`src/rtl/ffn_pkg.sv`:
```
// Shared types and default sizing for the FFN output stage.
package ffn_pkg;

   localparam int DATA_WIDTH_DEF = 16;
   localparam int ACC_WIDTH_DEF  = 64;
   localparam int NEURON_NUM_DEF = 4;
   localparam int FRAC_BITS_DEF  = 8;

   localparam logic signed [DATA_WIDTH_DEF-1:0] DATA_MAX = {1'b0, {(DATA_WIDTH_DEF-1){1'b1}}};
   localparam logic signed [DATA_WIDTH_DEF-1:0] DATA_MIN = {1'b1, {(DATA_WIDTH_DEF-1){1'b0}}};

   typedef enum logic [1:0] {
      IDLE,
      LOAD,
      EMIT
   } state_e;

endpackage

```
`src/rtl/ffn_requant.sv`:
```
// Combinational requantiser: round-half-up, rescale, bias, optional ReLU, saturate.
module ffn_requant
   import ffn_pkg::*;
#(
   parameter int DATA_WIDTH = DATA_WIDTH_DEF,
   parameter int ACC_WIDTH  = ACC_WIDTH_DEF,
   parameter int FRAC_BITS  = FRAC_BITS_DEF
) (
   input  logic signed [ACC_WIDTH-1:0]  acc,
   input  logic signed [DATA_WIDTH-1:0] bias,
   input  logic                         relu_en,
   output logic        [DATA_WIDTH-1:0] data,
   output logic                         sat
);

   localparam int RND_SH = (FRAC_BITS > 0) ? FRAC_BITS - 1 : 0;
   localparam logic signed [ACC_WIDTH:0] RND = (ACC_WIDTH+1)'(FRAC_BITS > 0) << RND_SH;
   localparam logic signed [ACC_WIDTH+1:0] SAT_MAX =
      {{(ACC_WIDTH+3-DATA_WIDTH){1'b0}}, {(DATA_WIDTH-1){1'b1}}};
   localparam logic signed [ACC_WIDTH+1:0] SAT_MIN =
      {{(ACC_WIDTH+3-DATA_WIDTH){1'b1}}, {(DATA_WIDTH-1){1'b0}}};

   logic signed [ACC_WIDTH:0]   r, s;
   logic signed [ACC_WIDTH+1:0] t, t_relu;

   // Widths grow by one bit per add so no intermediate step can wrap
   always_comb begin
      r      = {acc[ACC_WIDTH-1], acc} + RND;
      s      = r >>> FRAC_BITS;
      t      = {s[ACC_WIDTH], s} + {{(ACC_WIDTH+2-DATA_WIDTH){bias[DATA_WIDTH-1]}}, bias};
      t_relu = (relu_en && t[ACC_WIDTH+1]) ? '0 : t;
      sat    = 1'b0;
      data   = t_relu[DATA_WIDTH-1:0];
      if (t_relu > SAT_MAX) begin
         data = SAT_MAX[DATA_WIDTH-1:0];
         sat  = 1'b1;
      end else if (t_relu < SAT_MIN) begin
         data = SAT_MIN[DATA_WIDTH-1:0];
         sat  = 1'b1;
      end
   end

endmodule

```
`src/rtl/ffn_output_stage.sv`:
```
// Captures one accumulator vector and streams requantised neurons one per beat.
module ffn_output_stage
   import ffn_pkg::*;
#(
   parameter int DATA_WIDTH = DATA_WIDTH_DEF,
   parameter int ACC_WIDTH  = ACC_WIDTH_DEF,
   parameter int NEURON_NUM = NEURON_NUM_DEF,
   parameter int FRAC_BITS  = FRAC_BITS_DEF,
   parameter int IDX_WIDTH  = $clog2(NEURON_NUM)
) (
   input  logic                             clk,
   input  logic                             rst,
   input  logic [ACC_WIDTH*NEURON_NUM-1:0]  acc_i,
   input  logic                             acc_valid_i,
   output logic                             acc_ready_o,
   input  logic [DATA_WIDTH*NEURON_NUM-1:0] bias_i,
   input  logic                             relu_en_i,
   output logic [DATA_WIDTH-1:0]            out_data_o,
   output logic [IDX_WIDTH-1:0]             out_idx_o,
   output logic                             out_last_o,
   output logic                             out_sat_o,
   output logic                             out_valid_o,
   input  logic                             out_ready_i
);

   localparam logic [IDX_WIDTH-1:0] LAST_IDX = IDX_WIDTH'(NEURON_NUM - 1);

   state_e                               state_q, state_d;
   logic [IDX_WIDTH-1:0]                 idx_q, sel_idx;
   logic [NEURON_NUM-1:0][ACC_WIDTH-1:0]  acc_q;
   logic [NEURON_NUM-1:0][DATA_WIDTH-1:0] bias_q;
   logic                                 relu_q;
   logic [ACC_WIDTH-1:0]                 sel_acc;
   logic [DATA_WIDTH-1:0]                sel_bias, rq_data;
   logic                                 rq_sat, accept, advance, load_beat;

   assign acc_ready_o = (state_q == IDLE);
   assign out_idx_o   = idx_q;
   assign accept      = out_valid_o & out_ready_i;
   assign advance     = (state_q == EMIT) & accept & (idx_q != LAST_IDX);
   assign load_beat   = (state_q == LOAD) | advance;

   // While emitting, the requantiser looks one neuron ahead so an accept reloads on the same edge
   assign sel_idx = (state_q == EMIT) ? idx_q + 1'b1 : idx_q;

   // Neuron 0 sits in the MSBs of the packed vectors
   always_comb begin
      sel_acc  = '0;
      sel_bias = '0;
      for (int n = 0; n < NEURON_NUM; n++) begin
         if (sel_idx == IDX_WIDTH'(n)) begin
            sel_acc  = acc_q[NEURON_NUM-1-n];
            sel_bias = bias_q[NEURON_NUM-1-n];
         end
      end
   end

   ffn_requant #(
      .DATA_WIDTH (DATA_WIDTH),
      .ACC_WIDTH  (ACC_WIDTH),
      .FRAC_BITS  (FRAC_BITS)
   ) u_requant (
      .acc     (sel_acc),
      .bias    (sel_bias),
      .relu_en (relu_q),
      .data    (rq_data),
      .sat     (rq_sat)
   );

   always_comb begin
      state_d = state_q;
      case (state_q)
         IDLE:    if (acc_valid_i) state_d = LOAD;
         LOAD:    state_d = EMIT;
         EMIT:    if (accept && idx_q == LAST_IDX) state_d = IDLE;
         default: state_d = IDLE;
      endcase
   end

   always_ff @(posedge clk) begin
      if (rst) begin
         state_q     <= IDLE;
         idx_q       <= '0;
         acc_q       <= '0;
         bias_q      <= '0;
         relu_q      <= 1'b0;
         out_data_o  <= '0;
         out_last_o  <= 1'b0;
         out_sat_o   <= 1'b0;
         out_valid_o <= 1'b0;
      end else begin
         state_q <= state_d;
         if (state_q == IDLE && acc_valid_i) begin
            acc_q  <= acc_i;
            bias_q <= bias_i;
            relu_q <= relu_en_i;
            idx_q  <= '0;
         end
         if (advance) idx_q <= idx_q + 1'b1;
         if (load_beat) begin
            out_data_o  <= rq_data;
            out_sat_o   <= rq_sat;
            out_last_o  <= (sel_idx == LAST_IDX);
            out_valid_o <= 1'b1;
         end else if (state_q == EMIT && accept) begin
            out_valid_o <= 1'b0;
         end
      end
   end

endmodule

```
`config.mk`:
```
export PLATFORM = sky130hd
export DESIGN_NAME = ffn_output_stage
export DESIGN_NICKNAME = d
export VERILOG_FILES = /design/src/rtl/ffn_pkg.sv /design/src/rtl/ffn_requant.sv /design/src/rtl/ffn_output_stage.sv
export SDC_FILE = /design/constraint.sdc
export NUM_CORES = 1
export LEC_CHECK = 0
export ABC_CLOCK_PERIOD_IN_PS = 6700
export BUFFER_PORTS_ARGS = -buffer_cell sky130_fd_sc_hd__buf_2
export CAP_MARGIN = 20
export CORE_MARGIN = 2
export CORE_UTILIZATION = 51
export DETAILED_ROUTE_END_ITERATION = 10
export GPL_TIMING_DRIVEN = 0
export PLACE_DENSITY_LB_ADDON = 0.12
export SYNTH_ARGS = -nofsm -noshare
export SYNTH_HDL_FRONTEND = slang
export SYNTH_SLANG_ARGS = --single-unit
export TNS_END_PERCENT = 1
```
`constraint.sdc`:
```
create_clock -name clk -period 6.7 [get_ports clk]
set_input_delay 1.005 -clock clk [delete_from_list [all_inputs] [get_ports clk]]
set_output_delay 1.005 -clock clk [all_outputs]
set_load 0.05 [all_outputs]
```
==> out/qor_table.md <==
| Quantity | Value |
|---|---|
| Worst Hold Class | flop to flop |
| Post-Place Worst Slack | -1.77 ns |
| Peak fanout along the critical path | 6 |
| Area share of the largest cell type after synthesis | 0.347 |
| Startpoint of the worst setup timing path | state_q[1] |
| Overall die width | 193 µm |
| Crit path time final | 6.51 ns |
| Hold-critical path depth | 2 |
| DRC violation total after the first TritonRoute iteration | 1612 |
| Endpoint class of the critical path | flop |
| Routed Antenna Nets | 0 |
| Maximum vdd drop | 0.172 mV |
| Arrival time of the worst setup path | 6.97 ns |
| Setup crit start kind | flop |
| #FFs+latches synth | 316 |
| Number of sinks driven by the clock tree | 316 |
| Routability Congestion | 0.968 |
| Worst-margin pin slew | 1.06 ns |
| Die Span Y | 193 µm |
| Overall die area | 37300 µm² |
| Initial standard-cell utilization of the core | 0.516 |
| Most instantiated library cell after synthesis | nand2_1 |
| Via count of the first global-routing pass | 18020 |
| Number of failing setup endpoints in the final timing report | 0 |
| CP peak stage delay | 0.44 ns |
| Number of buffers on the longest clock path | 3 |
| Detailed Place HPWL | 52.8 mm |
| Headroom to the max-slew limit | 0.292 |
| Synthesized net count | 2709 |
| IO Count | 347 |
| Mapped Area | 18300 µm² |
| Most common cell type on the critical path | buf_6 |
| Count of synthesis-stage warnings from yosys | 0 |
| Largest net degree at the start of global routing | 43 |
| Final Routed Wirelength | 68.3 mm |
| Period utilization | 0.972 |
| First-pass iteration count of the detailed router | 5 |
| Number of synthesized flops with an enable pin | 0 |
| Worst Hold End | acc_q[234] |
| IO Port Bufs | 317 |
| Average routed wire per standard cell | 21.1 µm |
| Critical path data required time | 7.16 ns |
| Number of slew-limit violations in the final report | 0 |
| TritonCTS Buffers | 36 |
| Synth area leaders | dfxtp_1 (35%), nand2_1 (14%), a21oi_1 (11%) |
| Flop2flop setup slack | 0.19 ns |
| Post-synthesis to final-layout area growth | 26.8% |
| Result of the run | finished clean |
| Unique cell type count in the Yosys netlist | 88 |
| Share of synthesized registers carrying an async set or reset | 0 |
| Most used flip-flop cell after synthesis | dfxtp_1 |
| Detailed-route via count | 19309 |
| Maximum clock frequency | 154 MHz |
| Count of mapped cells out of synthesis | 2324 |
| Num rows | 69 |
| Clock tree from TritonCTS | done |
| Syn Area/Cell | 7.85 µm² |
| Reg clk slew, reported paths | 0.06 ns |
| CTS root buffer | clkbuf_16 |
| Final nets | 3136 |
| Number of hold buffers added after cts | 0 |
| Critical path start-end classification | flop to flop |
| Share of the yosys chip area belonging to registers | 0.347 |
| Setup slack of the critical path after layout | 0.187 ns |
| All-Layer GR Usage | 0.351 |
| Clock Skew | 0.0351 ns |
| Startpoint of the tightest hold check path | acc_q[234] |
| Number of cells on the worst reg-to-reg path | 31 |
| Cell with the largest stage delay on the worst path | or4_4 |
| Clock insertion delay at the later pin of the skew report | 0.55 ns |
| Post-synthesis cell type with the largest combined area | dfxtp_1 |
| Static leakage | 9.51 nW |
| H-tree depth reported by CTS | 2 |
| Post-route DRC violation count | 0 |
| Total Power Consumption | 5.33 mW |
| Commonest cells in the synthesized netlist | nand2_1 (694), a21oi_1 (387), dfxtp_1 (316), clkbuf_1 (101), nor2_1 (96) |
| Core area | 35400 µm² |
| Via density | 5.97 |
| Capturing point of the worst reg2reg path | out_data_o[9] |
| Number of antenna violations at the first check in global routing | 3 |
| Power density over cell area | 230 nW/µm² |
| First-pass GRT wire length | 99.5 mm |
| Final-report hold violation count | 0 |
| Layout cell share with drive strength beyond 1 | 0.259 |
| Count of max-cap constraint violations | 0 |
| Startpoint of the worst register-to-register path | state_q[1] |
| Total congestion overflow after global routing | 0 |
[placed cells by master (no fill, tap or decap), types with 43 or more instances in the layout]
master    instances
clkbuf_1        102
buf_4            76
nor2_1           86
ha_1             48
nand2_1         686
buf_2           335
xnor2_1          43
a21oi_1         368
mux4_2           74
dfxtp_1         312
[per-stage QoR]
step,area (µm²),util,TNS (ns),cells,hold WS [ns]
global placement,20400,0.577,-26.35,3102,0.439
floorplan,18300,-,0,2324,0.433
finish,23100,0.654,0,3237,0.451
detailed placement,20400,0.577,-27.86,3102,0.445
global route,23100,0.654,-1.12,3237,0.467
CTS,22300,0.630,0,3195,0.453
[kinds of logic after synthesis]
group | count (synthesis) | share of synthesized area
xor gates and xnor gates | 95 | 0.0456
adders and majority gates | 60 | 0.0415
and+or+nand+nor | 1017 | 0.244
buffers and inverters | 173 | 0.0411
AOI/OAI and AO/OA | 583 | 0.186
DFF | 316 | 0.347
muxes | 80 | 0.0949
[cell type report]
cell class | count | area, µm²
fill | 3164 | 12200
buffer | 142 | 763
tap | 461 | 577
inverter | 24 | 90.1
multi-input combinational | 1836 | 11900
clock inverter | 11 | 126
antenna | 1 | 2.50
timing repair buffer | 395 | 2200
clock buffer | 51 | 1100
sequential | 316 | 6340
[routing by layer]
layer | vias to the layer above | part of all wire | GRT usage | wire length (µm)
li1 | 9022 | - | - | -
met5 | - | 0.00018 | 0 | 12
met1 | 9344 | 0.42 | 0.478 | 28700
met3 | 126 | 0.079 | 0.0474 | 5380
met4 | 2 | 0.033 | 0.117 | 2240
met2 | 815 | 0.47 | 0.577 | 32000
[power by group]
| part | switching (mW) | internal [mW] | leakage [nW] |
|---|---|---|---|
| clock | 0.818 | 1.22 | 0.606 |
| combinational | 0.755 | 0.450 | 6.30 |
| sequential | 0.0749 | 2.01 | 2.60 |
[timing repair]
item / in CTS / in global routing
gates resized for setup: 99 / 117
endpoints found under the setup margin: 17 / 16
buffers inserted: 31 / 46
cloned: 1 / 1
pin swaps: 24 / 43
[how the worst max path moves through the flow]
stage / end / cells past startpoint
detailed placement: out_data_o[9] / 32
finish: out_data_o[9] / 31
global route: out_data_o[9] / 31
global placement: out_data_o[6] / 30
CTS: out_data_o[1] / 29
floorplan: out_data_o[10] / 32
[registers in the layout, indices dropped and copies added, names as in the netlist]
name,flops
state_q,2
bias_q,64
out_idx_o,2
out_valid_o,1
out_data_o,16
out_sat_o,1
acc_q,228
relu_q,1
out_last_o,1
[worst max-delay path, delay by kind of cell, from the launching register on]
kind	cells	cell delay, ns
muxes	2	0.63
AOI/OAI and AO/OA	6	0.84
and+or+nand+nor	15	3.30
buffers and inverters	6	0.86
xor gates and xnor gates	1	0.17
DFF	1	0.33
adders and majority gates	1	0.27
No activity file was read; power rests on OpenSTA's default activity.
